File: config.mk
export PLATFORM = sky130hd
export DESIGN_NAME = approx_error_monitor
export DESIGN_NICKNAME = d
export VERILOG_FILES = /design/src/rtl/approx_error_monitor.sv
export SDC_FILE = /design/constraint.sdc
export NUM_CORES = 1
export LEC_CHECK = 0
export CAP_MARGIN = 20
export CORE_AREA = 8 8 226 228
export CTS_BUF_LIST = sky130_fd_sc_hd__clkbuf_16
export DETAILED_ROUTE_END_ITERATION = 8
export DIE_AREA = 0 0 234 236
export HOLD_SLACK_MARGIN = 0.12
export PLACE_DENSITY = 0.74
export SLEW_MARGIN = 20
export SYNTH_ARGS = -nofsm -noshare
export SYNTH_HDL_FRONTEND = slang
export SYNTH_SLANG_ARGS = --single-unit
export TNS_END_PERCENT = 20
File: constraint.sdc
create_clock -name clk -period 5 [get_ports clk]
set_input_delay 0.5 -clock clk [delete_from_list [all_inputs] [get_ports clk]]
set_output_delay 0.5 -clock clk [all_outputs]
set_load 0.1 [all_outputs]
File: src/rtl/approx_error_monitor.sv
// approx_error_monitor
//   Watches a hybrid approximate adder/subtractor. For every accepted sample it
//   recomputes the exact result and forms the absolute error distance (ED)
//   against the adder's approximate output. Statistics are gathered over
//   WINDOW accepted samples and then offered as one report record.
//
// Ports
//   clk, rst_n        clock (rising edge), asynchronous active-low reset
//   clear             synchronous flush of pipeline, statistics and pending report
//   in_valid/in_ready sample handshake; in_a, in_b, in_sub, in_approx, in_approx_cout
//   rpt_valid/rpt_ready report handshake
//   rpt_samples, rpt_err_count, rpt_sum_abs_err (saturating), rpt_max_abs_err
module approx_error_monitor #(
  parameter int N      = 32,
  parameter int CNT_W  = 32,
  parameter int ACC_W  = 48,
  parameter int WINDOW = 1024
) (
  input  logic             clk,
  input  logic             rst_n,
  input  logic             clear,
  input  logic             in_valid,
  output logic             in_ready,
  input  logic [N-1:0]     in_a,
  input  logic [N-1:0]     in_b,
  input  logic             in_sub,
  input  logic [N-1:0]     in_approx,
  input  logic             in_approx_cout,
  output logic             rpt_valid,
  input  logic             rpt_ready,
  output logic [CNT_W-1:0] rpt_samples,
  output logic [CNT_W-1:0] rpt_err_count,
  output logic [ACC_W-1:0] rpt_sum_abs_err,
  output logic [N:0]       rpt_max_abs_err
);

  typedef enum logic [1:0] {
    ST_ACCUM  = 2'd0,
    ST_DRAIN  = 2'd1,
    ST_REPORT = 2'd2
  } state_t;

  localparam logic [CNT_W-1:0] WIN_M1 = CNT_W'(WINDOW - 1);

  state_t           state_q, state_d;
  logic [CNT_W-1:0] accept_cnt_q, accept_cnt_d;
  // S1: exact and presented results
  logic             s1_valid_q, s1_valid_d;
  logic [N:0]       e_q, e_d;
  logic [N:0]       p_q, p_d;
  // S2: error distance
  logic             s2_valid_q, s2_valid_d;
  logic [N:0]       ed_q, ed_d;
  // statistics
  logic [CNT_W-1:0] samples_q, samples_d;
  logic [CNT_W-1:0] err_count_q, err_count_d;
  logic [ACC_W-1:0] sum_q, sum_d;
  logic [N:0]       max_q, max_d;

  logic             accept;
  logic [N:0]       e_calc;
  logic [N:0]       p_calc;
  logic [N:0]       ed_calc;
  logic [ACC_W:0]   sum_ext;

  always_comb begin
    in_ready  = (state_q == ST_ACCUM);
    rpt_valid = (state_q == ST_REPORT);
    accept    = in_valid && in_ready;

    // Subtract mode has no meaningful carry-out, so the presented value is
    // compared on N bits only (zero-extended).
    if (in_sub) begin
      e_calc = {1'b0, in_a - in_b};
      p_calc = {1'b0, in_approx};
    end else begin
      e_calc = {1'b0, in_a} + {1'b0, in_b};
      p_calc = {in_approx_cout, in_approx};
    end

    ed_calc = (p_q >= e_q) ? (p_q - e_q) : (e_q - p_q);
    // One extra bit catches accumulator overflow for saturation.
    sum_ext = {1'b0, sum_q} + {{(ACC_W - N){1'b0}}, ed_q};

    state_d      = state_q;
    accept_cnt_d = accept_cnt_q;
    s1_valid_d   = accept;
    e_d          = accept ? e_calc : e_q;
    p_d          = accept ? p_calc : p_q;
    s2_valid_d   = s1_valid_q;
    ed_d         = s1_valid_q ? ed_calc : ed_q;
    samples_d    = samples_q;
    err_count_d  = err_count_q;
    sum_d        = sum_q;
    max_d        = max_q;

    if (s2_valid_q) begin
      samples_d = samples_q + CNT_W'(1);
      if (ed_q != '0) begin
        err_count_d = err_count_q + CNT_W'(1);
      end
      sum_d = sum_ext[ACC_W] ? {ACC_W{1'b1}} : sum_ext[ACC_W-1:0];
      if (ed_q > max_q) begin
        max_d = ed_q;
      end
    end

    case (state_q)
      ST_ACCUM: begin
        if (accept) begin
          if (accept_cnt_q == WIN_M1) begin
            accept_cnt_d = '0;
            state_d      = ST_DRAIN;
          end else begin
            accept_cnt_d = accept_cnt_q + CNT_W'(1);
          end
        end
      end
      ST_DRAIN: begin
        // No accepts happen in DRAIN, so once S1 is empty the final sample
        // sits in S2 and is folded into the statistics on this edge.
        if (!s1_valid_q) begin
          state_d = ST_REPORT;
        end
      end
      ST_REPORT: begin
        if (rpt_ready) begin
          samples_d   = '0;
          err_count_d = '0;
          sum_d       = '0;
          max_d       = '0;
          state_d     = ST_ACCUM;
        end
      end
      default: state_d = ST_ACCUM;
    endcase

    // Flush wins over any accept, accumulation or report handshake.
    if (clear) begin
      state_d      = ST_ACCUM;
      accept_cnt_d = '0;
      s1_valid_d   = 1'b0;
      s2_valid_d   = 1'b0;
      samples_d    = '0;
      err_count_d  = '0;
      sum_d        = '0;
      max_d        = '0;
    end
  end

  always_ff @(posedge clk or negedge rst_n) begin
    if (!rst_n) begin
      state_q      <= ST_ACCUM;
      accept_cnt_q <= '0;
      s1_valid_q   <= 1'b0;
      e_q          <= '0;
      p_q          <= '0;
      s2_valid_q   <= 1'b0;
      ed_q         <= '0;
      samples_q    <= '0;
      err_count_q  <= '0;
      sum_q        <= '0;
      max_q        <= '0;
    end else begin
      state_q      <= state_d;
      accept_cnt_q <= accept_cnt_d;
      s1_valid_q   <= s1_valid_d;
      e_q          <= e_d;
      p_q          <= p_d;
      s2_valid_q   <= s2_valid_d;
      ed_q         <= ed_d;
      samples_q    <= samples_d;
      err_count_q  <= err_count_d;
      sum_q        <= sum_d;
      max_q        <= max_d;
    end
  end

  assign rpt_samples     = samples_q;
  assign rpt_err_count   = err_count_q;
  assign rpt_sum_abs_err = sum_q;
  assign rpt_max_abs_err = max_q;

endmodule

==> results.md, run 1 <==
- Synth cell types: 79
- Mapped cell area: 21140 sq um
- PwrDens: 371.9 nW/um^2
- CTS Hold Bufs: 1
- Slew margin rel.: 0.2851
- Crit Path Class: register to register
- Non-filler cells, final: 3392
- Drt via density: ~5.7
- Clock Root Buffer: clkbuf_16
- Critical path launch point type: register
- Initial antenna violation count: 0
- Post-Synthesis Cells: approximately 2.6k
- Port bufs: 249
- Clock network power share: 0.247
- Nets@finish: 3058
- First-pass GRT wire length: between 90000 and 100000 um
- Drt total wl: roughly 60000 um
- Fraction of layout cells with a size suffix above 1: 0.04177
- Int Pwr: about 5.5 mW
- RSZ-0062 raised after global routing: false
- Post-Syn Nets: 2893
- DIE HEIGHT: roughly 240 um
- Layout area overhead: 18.62%
- Initial Util: 0.4465
- Worst slew pin tran: 1.069 ns
- Post_cts resized: 0
- Worst Hold Class: input port to register
- Vias in the first global route: between 15k and 20k
- EDFF count, synth: 0
- Number of synthesized register bits: 280
- Router iterations before antenna repair: 5
- Inserted Clock Buffers: 30
- CTS tree: yes
- CP Max Fanout: 41
- RD Place Congestion: 0.9187
- Status: completed
- Most common cell after layout, fill and taps aside: dfrtp_1
- Commonest cells after routing, fill and taps aside: dfrtp_1 (279), o21ai_0 (264), clkdlybuf4s50_1 (248)
- Setup violators final: 0
- Core box area: 47350 sq um
- Register area share after synthesis: 0.3314
- Largest net degree at the start of global routing: 114
- Met1 wire length: 27540 um
- Main flop type after synthesis: dfrtp_1
- Sw frac: 0.4147
- Total track usage: 0.2087
- Ports: 250
- ANT cells: 0
- CTS Buffer Depth: 3
- CTS H-tree depth: 1
- Reg clk slew, reported paths: 0.07 ns
- Gate power share: 0.437
- MaxCap Viol Count: 0
- Hpwl dp: 45900 um
- Avg Cell Area, Syn: 8.169 sq um
- Hold Violations, Final: 0
- Endpoint arrival time on the critical path: between 4 and 5 ns
- P_sw: 3.868 mW
- Die area: 55220 sq um
- Placed Cells: roughly 3.3k
- DRC Markers: 0
- Met3 wire length: 3269 um
- Critical Path End Type: register
- Async set-reset flop share out of synthesis: 1.000
- DR WL met2: 27540 um
- Worst Path Required: 5.45 ns
- Row count: 80
- Clk_lat worst skew: about 0.58 ns
- CTS sink count: 280
- Clock Skew: around 0.015 ns
- Top Metal Used: met4
- WL/cell: 17.63 um
- Pins over their slew limit: 0
- Post-route ant nets: 0
- Chip width: approximately 230 um
- Gr ovfl total: 0
- FMAX: 0.2639 GHz
- Vias: 19.36k
- Yosys warning total: 0
- Tcrit/Tclk final: 0.7579
- Final min period: between 3 and 4 ns
- First-iteration detailed-routing DRC count: 1388
- Seq pwr share: 0.316
- Post-CTS setup buffers: 0
- VDD IR max: between 0.2 and 0.3 mV
- TNS Setup: 0 ns
- Pleak: ~11 nW
==> registers in the layout, indices dropped and copies added, names as in the netlist <==
name	cells
rpt_sum_abs_err	48
e_q	33
ed_q	33
p_q	33
rpt_max_abs_err	33
accept_cnt_q	32
rpt_err_count	32
rpt_samples	32
state_q	2
s1_valid_q	1
s2_valid_q	1
==> cell families (layout without fill, tap and decap cells) <==
kind of cell | count (synthesis) | in the layout | share of synthesized area
AOI/OAI and AO/OA | 813 | 813 | 0.2339
xor gates and xnor gates | 159 | 159 | 0.06587
adders and majority gates | 202 | 202 | 0.1213
buffers and inverters | 321 | 510 | 0.05883
DFF | 280 | 280 | 0.3314
muxes | 24 | 24 | 0.01231
and+or+nand+nor | 789 | 789 | 0.1763
==> final timing paths <==
path                       slack, ns                  to  cells past startpoint    startpoint
setup / recovery                1.21            ed_q[31]                     13       e_q[26]
hold / removal                  0.48              p_q[3]                      3  in_approx[3]
setup reg to reg                1.21            ed_q[31]                     13       e_q[26]
hold reg to reg                 0.49             e_q[32]                      2       e_q[32]
max in group asynchronous       3.23          s1_valid_q                      3         rst_n
min in group asynchronous       0.56  rpt_sum_abs_err[6]                      2         rst_n
==> cells in the mapped netlist, drive strengths merged, types with 10 or more instances <==
| cell | number | area (sq um) |
|---|---|---|
| dfrtp | 280 | 7007 |
| o21ai | 277 | 1394 |
| nand2 | 245 | 919.6 |
| a21oi | 241 | 1210 |
| nor2 | 212 | 795.8 |
| ha | 197 | 2465 |
| inv | 186 | 698.2 |
| clkbuf | 110 | 412.9 |
| xor2 | 88 | 770.7 |
| nand3 | 81 | 405.4 |
| a21o | 79 | 593.1 |
| xnor2 | 71 | 621.9 |
| and3 | 55 | 344.1 |
| nand4 | 49 | 306.5 |
| a31oi | 30 | 193.9 |
| nor3 | 25 | 136.4 |
| o21bai | 25 | 187.7 |
| buf | 24 | 128.9 |
| nor2b | 23 | 143.9 |
| o31ai | 23 | 172.7 |
| or3 | 23 | 148.9 |
| nor4 | 19 | 118.9 |
| a211oi | 17 | 142.6 |
| o21a | 17 | 127.6 |
| nand2b | 14 | 87.58 |
| o211ai | 14 | 105.1 |
| mux2 | 13 | 150.1 |
| and2 | 12 | 75.08 |
| and4 | 11 | 96.34 |
| mux2i | 11 | 110.1 |
| a221oi | 10 | 100.1 |
==> layout make-up <==
class                           count  area (sq um)
Timing Repair Buffer              267          2648
Clock inverter                     26         285.3
Clock buffer                       30         750.7
Fill cell                        4463         22270
Multi-Input combinational cell   1987         12910
Inverter                          187         701.9
Sequential cell                   280          7008
Tap cell                          615         769.5
==> power groups by stage <==
stage                     clock network, mW  registers (mW)  logic (mW)
after global placement                    0            2.97        3.95
after global routing                   2.47            2.98        4.51
final                                  2.31            2.94        4.08
after detailed placement                  0            2.98        4.01
after floorplan                           0            3.18        2.71
after CTS                              2.37            2.94        4.05
==> worst max-delay path, cell delays in order (launching register included) <==
cell and delay [ns]:
dfrtp_1 0.38, inv_1 0.06, ha_1 0.41, a21o_1 0.25, a311o_1 0.39, a211oi_2 0.28
o21ai_2 0.13, nor3_4 0.21, buf_4 0.45, mux2_2 0.41, o21ai_0 0.23, a31oi_2 0.07
xnor2_1 0.14, mux2_4 0.25
==> metal layers <==
metal / vias to the layer above / global-route usage
met1: 9176 / 0.2872
li1: 9482 / -
met5: - / 0
met3: 90 / 0.02329
met2: 612 / 0.3437
met4: 0 / 0.05550
==> per-stage QoR <==
step | setup WS [ns] | util | cell area, sq um | hold slack, ns | power, mW
6_report | 1.211 | 0.5297 | 25080 | 0.4767 | 9.327
3_5_place_dp | 1.005 | 0.5075 | 24030 | 0.4815 | 6.989
5_1_grt | 1.017 | 0.5297 | 25080 | 0.4718 | 9.966
4_1_cts | 1.221 | 0.5296 | 25080 | 0.4530 | 9.356
2_1_floorplan | 1.403 | - | 21140 | 0.2044 | 5.890
3_3_place_gp | 1.105 | 0.5075 | 24030 | 0.4606 | 6.914
Power figures use the tool's default switching activity.
==> inputs of run 2 (changes only) <==
==> constraint.sdc (replaced) <==
create_clock -name clk -period 3.9 [get_ports clk]
set_input_delay 0.39 -clock clk [delete_from_list [all_inputs] [get_ports clk]]
set_output_delay 0.39 -clock clk [all_outputs]
set_load 0.1 [all_outputs]
==> results.md, run 2 (synthesized netlist as in run 1, its figures left out) <==
- WL/cell: 17.58 um (was 17.63 um)
- Slowest cell on crit path: dfrtp_1 (was buf_4)
- Gr ovfl total: 0 (unchanged)
- Pleak: 11.49 nW (was 11.29 nW)
- Hold Crit Depth: 3 (unchanged)
- Non-filler cells, final: 3426 (was 3392)
- CTS Buffer Depth: 3 (unchanged)
- Register-to-Register Setup Slack: 0.28 ns (was 1.21 ns)
- DIE HEIGHT: 236 um (unchanged)
- CTS H-tree depth: 1 (unchanged)
- Post-route ant nets: 0 (unchanged)
- Worst Hold Class: input port to register (unchanged)
- Router iterations before antenna repair: 6 (was 5)
- Port bufs: 249 (unchanged)
- Chip width: 234 um (unchanged)
- Reg2Reg Depth: 13 (unchanged)
- Total track usage: 0.2103 (was 0.2087)
- Placed Cells: 3367 (was 3335)
- DRC Markers: 0 (unchanged)
- Hpwl dp: 46950 um (was 45900 um)
- Most common cell after layout, fill and taps aside: dfrtp_1 (unchanged)
- Inserted Clock Buffers: 31 (was 30)
- Layout area overhead: 20.35% (was 18.62%)
- Max reg flops: 48 (unchanged)
- Initial antenna violation count: 2 (was 0)
- Endpoint arrival time on the critical path: 4.10 ns (was 4.24 ns)
- Post_cts resized: 0 (unchanged)
- Worst path max stage delay: 0.45 ns (about the same)
- Critical Path End Type: register (unchanged)
- Clock Skew: 0.02721 ns (was 0.01530 ns)
- CP Max Fanout: 30 (was 41)
- Endpoint of the worst hold path: p_q[30] (was p_q[3])
- TNS Setup: 0 ns (unchanged)
- Setup violators final: 0 (unchanged)
- Worst slew pin tran: 1.058 ns (was 1.069 ns)
- Vias in the first global route: 19.13k (was 18.70k)
- Worst Path Required: 4.38 ns (was 5.45 ns)
- CTS tree: yes (unchanged)
- Worst R2R Start: ed_q[0] (was e_q[26])
- Drt via density: 5.718 (was 5.708)
- RD Place Congestion: 0.9549 (was 0.9187)
- Fraction of layout cells with a size suffix above 1: 0.05304 (was 0.04177)
- Clk_lat worst skew: 0.59 ns (was 0.58 ns)
- CP Buf/Inv Count: 1 (was 2)
- Tcrit/Tclk final: 0.9283 (was 0.7579)
- Crit Path Class: register to register (unchanged)
- Pins over their slew limit: 0 (unchanged)
- Slew margin rel.: 0.2928 (was 0.2851)
- MaxCap Viol Count: 0 (unchanged)
- First-iteration detailed-routing DRC count: 1424 (was 1388)
- Vias: 19.59k (was 19.36k)
- Die area: 55220 sq um (unchanged)
- Final min period: 3.621 ns (was 3.789 ns)
- Hold Violations, Final: 0 (unchanged)
- Capture point of the worst reg-to-reg path: rpt_sum_abs_err[17] (was ed_q[31])
- Top Family by Delay on Critical Path: compound AO/OA/AOI/OAI gates (unchanged)
- Nets@finish: 3091 (was 3058)
- Core box area: 47350 sq um (unchanged)
- Status: completed (unchanged)
- Commonest cells after routing, fill and taps aside: dfrtp_1 (279), o21ai_0 (264), clkdlybuf4s50_1 (248) (unchanged)
- Critical path launch point type: register (unchanged)
- FMAX: 0.2762 GHz (was 0.2639 GHz)
- Worst slack, placed: 0.04911 ns (was 1.005 ns)
- Largest net degree at the start of global routing: 101 (was 114)
- Min-delay src: in_approx[30] (was in_approx[3])
- Power consumption: 12.30 mW (was 9.327 mW)
- VDD IR max: 0.3123 mV (was 0.2656 mV)
- Fin worst setup slack: 0.2794 ns (was 1.211 ns)
- Row count: 80 (unchanged)
- Critical path, cell by cell: ha_1, fa_1, nand3_1, a211o_1, a311o_1, a211oi_1, nor3b_1, a211oi_2, or2_1, nand2_1, o31a_1, buf_12, a21oi_1 (was inv_1, ha_1, a21o_1, a311o_1, a211oi_2, o21ai_2, nor3_4, buf_4, mux2_2, o21ai_0, a31oi_2, xnor2_1, mux2_4)
- Initial Util: 0.4465 (unchanged)
- Final core utilization: 0.5374 (was 0.5297)
- CTS sink count: 280 (unchanged)
- PwrDens: 483.2 nW/um^2 (was 371.9 nW/um^2)
- Ports: 250 (unchanged)
- RSZ-0062 raised after global routing: false (unchanged)
- Drt total wl: 60240 um (was 59810 um)
- Clock Root Buffer: clkbuf_16 (unchanged)
- Reg clk slew, reported paths: 0.06 ns (was 0.07 ns)
- First-pass GRT wire length: 98030 um (was 97280 um)
- Layout filler cell count: 4414 (was 4463)
-- run 2: cell type report --
type                       count  area [sq um]  area share
inverter                     187         701.9     0.02759
tap                          615         769.5     0.03024
sequential                   280          7008      0.2754
clock buffer                  31         775.7     0.03049
multi-input combinational   1987         12910      0.5075
timing repair buffer         299          2925      0.1150
antenna                        2         5.005   0.0001967
clock inverter                25         346.6     0.01362
-- run 2: per-layer routing --
layer  vias up  wire, um  global-route usage
li1       9525         -                   -
met2       579     28690              0.3547
met4         0      1416             0.05970
met3        98      2942             0.01849
met1      9387     27190              0.2840
met5         -         0                   0
-- run 2: tightest hold or removal path, delay by kind of cell --
family          cells  cell delay [ns]
buf+inv             1             0.40
compound gates      1             0.06
simple gates        1             0.05
-- run 2: timing repair --
item / CTS / global route
hold buffers: 1 / 0
buffers inserted: 0 / 0
endpoints found under the hold margin: 96 / 0
-- run 2: worst max path at each step --
stage	startpoint	end	slack, ns	depth (start not counted)
final	ed_q[0]	rpt_sum_abs_err[17]	0.28	13
after global routing	rpt_sum_abs_err[11]	rpt_sum_abs_err[13]	0.01	12
after CTS	e_q[10]	ed_q[11]	0.33	14
after detailed placement	in_b[0]	e_q[26]	0.05	14
after global placement	in_a[0]	e_q[30]	0.14	14
after floorplan	rpt_sum_abs_err[0]	rpt_sum_abs_err[10]	0.30	13
-- run 2: power breakdown --
group	switching (mW)	total [mW]	internal [mW]	leakage, nW
registers	0.509	3.75	3.24	3.68
clock network	1.26	3.19	1.93	0.545
logic	3.26	5.36	2.10	7.27
total	5.02	12.3	7.27	11.5
-- run 2: metrics by stage --
stage	hold WS (ns)	instance area [sq um]
after floorplan	0.09441	21140
after global placement	0.4620	24310
after detailed placement	0.4681	24310
after CTS	0.3322	25440
after global routing	0.3630	25440
final	0.3638	25440
==> inputs of run 3 (changes only) <==
--- a/config.mk
+++ b/config.mk
@@ -6,10 +6,10 @@
 export NUM_CORES = 1
 export LEC_CHECK = 0
 export CAP_MARGIN = 20
-export CORE_AREA = 8 8 226 228
+export CORE_AREA = 3 3 221 223
 export CTS_BUF_LIST = sky130_fd_sc_hd__clkbuf_16
 export DETAILED_ROUTE_END_ITERATION = 8
-export DIE_AREA = 0 0 234 236
+export DIE_AREA = 0 0 224 226
 export HOLD_SLACK_MARGIN = 0.12
 export PLACE_DENSITY = 0.74
 export SLEW_MARGIN = 20
==> results.md, run 3 (synthesized netlist as in run 1, its figures left out) <==
- Status: completed (unchanged)
- Router iterations before antenna repair: 5 (was 6)
- Worst Setup SP: e_q[11] (was ed_q[0])
- Clock Skew: 0.02381 ns (was 0.02721 ns)
- Inserted Clock Buffers: 30 (was 31)
- Gr ovfl total: 0 (unchanged)
- Worst Path Required: 4.35 ns (was 4.38 ns)
- Hold Violations, Final: 0 (unchanged)
- CTS H-tree depth: 1 (unchanged)
- Core box area: 46750 sq um (was 47350 sq um)
- Hpwl dp: 45380 um (was 46950 um)
- Critical path launch point type: register (unchanged)
- Port bufs: 249 (unchanged)
- Final core utilization: 0.5419 (was 0.5374)
- Worst Hold Class: input port to register (unchanged)
- VDD IR max: 0.2822 mV (was 0.3123 mV)
- CP Max Fanout: 17 (was 30)
- First-pass GRT wire length: 96600 um (was 98030 um)
- Layout area overhead: 19.84% (was 20.35%)
- Fraction of layout cells with a size suffix above 1: 0.05201 (was 0.05304)
- Nets@finish: 3088 (was 3091)
- Crit Path Class: register to register (unchanged)
- PwrDens: 478.3 nW/um^2 (was 483.2 nW/um^2)
- Hold Crit Depth: 3 (unchanged)
- Slew margin rel.: 0.2707 (was 0.2928)
- Clock Root Buffer: clkbuf_16 (unchanged)
- CTS sink count: 280 (unchanged)
- Most common cell after layout, fill and taps aside: dfrtp_1 (unchanged)
- Total track usage: 0.2268 (was 0.2103)
- Clk_lat worst skew: 0.59 ns (about the same)
- Worst R2R Start: e_q[11] (was ed_q[0])
- DR WL met2: 27490 um (was 28690 um)
- P_sw: 5.030 mW (was 5.025 mW)
- Final min period: 3.579 ns (was 3.621 ns)
- Max reg flops: 48 (unchanged)
- Initial antenna violation count: 1 (was 2)
- Worst slew pin tran: 1.090 ns (was 1.058 ns)
- Int Pwr: 7.088 mW (was 7.271 mW)
- RSZ-0062 raised after global routing: false (unchanged)
- Hold WS: 0.3640 ns (was 0.3638 ns)
- First-iteration detailed-routing DRC count: 1500 (was 1424)
- CTS tree: yes (unchanged)
- MaxCap Viol Count: 0 (unchanged)
- RD Place Congestion: 0.9283 (was 0.9549)
- CTS Buffer Depth: 3 (unchanged)
- Die area: 50620 sq um (was 55220 sq um)
- Vias in the first global route: 19.06k (was 19.13k)
- Min-delay src: in_approx[30] (unchanged)
- Commonest cells after routing, fill and taps aside: dfrtp_1 (279), o21ai_0 (264), clkdlybuf4s50_1 (248) (unchanged)
- Pins over their slew limit: 0 (unchanged)
- Layout filler cell count: 4311 (was 4414)
- WL/cell: 17.29 um (was 17.58 um)
- Drt via density: 5.714 (was 5.718)
- Reg2Reg Depth: 13 (unchanged)
- Register-to-Register Setup Slack: 0.32 ns (was 0.28 ns)
- Vias: 19.51k (was 19.59k)
- FMAX: 0.2794 GHz (was 0.2762 GHz)
- Drt total wl: 59040 um (was 60240 um)
- TNS Setup: 0 ns (unchanged)
- Setup violators final: 0 (unchanged)
- Post-route ant nets: 0 (unchanged)
- Seq pwr share: 0.310 (was 0.305)
- Clock network power share: 0.249 (was 0.259)
- Endpoint arrival time on the critical path: 4.03 ns (was 4.10 ns)
- Tcrit/Tclk final: 0.9177 (was 0.9283)
- Met3 wire length: 2939 um (was 2942 um)
- Top Metal Used: met4 (unchanged)
- Sw frac: 0.4151 (was 0.4087)
- Gate power share: 0.441 (was 0.436)
- DIE HEIGHT: 226 um (was 236 um)
- Critical Path End Type: register (unchanged)
- DRC Markers: 0 (unchanged)
- Row count: 79 (was 80)
- Largest net degree at the start of global routing: 94 (was 101)
- Ports: 250 (unchanged)
- Pleak: 11.45 nW (was 11.49 nW)
- Initial Util: 0.4522 (was 0.4465)
- Chip width: 224 um (was 234 um)
- Reg clk slew, reported paths: 0.07 ns (was 0.06 ns)
- Met1 wire length: 26980 um (was 27190 um)
run 3: area by class of cell:
class | count | area (sq um) | area share
Tap cell | 607 | 759.5 | 0.02998
Inverter | 187 | 701.9 | 0.02770
Clock inverter | 26 | 304.0 | 0.01200
Clock buffer | 30 | 750.7 | 0.02963
Antenna cell | 1 | 2.502 | 0.00009877
Multi-Input combinational cell | 1987 | 12910 | 0.5096
Timing Repair Buffer | 297 | 2898 | 0.1144
Sequential cell | 280 | 7008 | 0.2766
run 3: metrics by stage:
stage / instance area [sq um] / std cells / power, mW / worst slack (ns)
6_report: 25340 / 3415 / 12.12 / 0.3210
5_1_grt: 25340 / 3415 / 12.94 / 0.08331
4_1_cts: 25330 / 3414 / 12.13 / 0.3567
3_5_place_dp: 24270 / 3357 / 9.044 / 0.03037
3_3_place_gp: 24270 / 3357 / 8.910 / 0.1104
2_1_floorplan: 21140 / 2588 / 7.551 / 0.3029
run 3: power groups by stage:
stage          Clock [mW]  Sequential (mW)  Combinational [mW]
2_1_floorplan           0             4.07                3.48
3_3_place_gp            0             3.78                5.13
3_5_place_dp            0             3.80                5.25
4_1_cts              3.09             3.75                5.30
5_1_grt              3.22             3.81                5.91
6_report             3.02             3.75                5.35
run 3: worst paths after layout:
kind	end
max reg2reg	ed_q[11]
max	ed_q[11]
min	p_q[30]
min in group asynchronous	rpt_sum_abs_err[7]
max in group asynchronous	rpt_err_count[30]
min reg2reg	state_q[0]
run 3: worst max-delay path, cell delays in order (launching register included):
cell	delay, ns
dfrtp_1	0.39
inv_1	0.06
ha_1	0.45
nand4_1	0.24
nor4_1	0.62
a31oi_1	0.20
o21ai_2	0.13
nor3_4	0.10
buf_4	0.22
a211oi_1	0.25
a31oi_1	0.11
a221oi_2	0.28
xnor2_1	0.12
mux2_2	0.28
run 3: metal layers:
metal  global-route usage  vias to the layer above
met2               0.3818                      583
met5                    0                        -
li1                     -                     9541
met1               0.3122                     9281
met4              0.06707                        0
met3              0.02067                      108
run 3: what timing repair did:
item	CTS	global route
gates resized for setup	0	0
endpoints found under the hold margin	84	0
buffers inserted	0	0
hold buffers	1	0
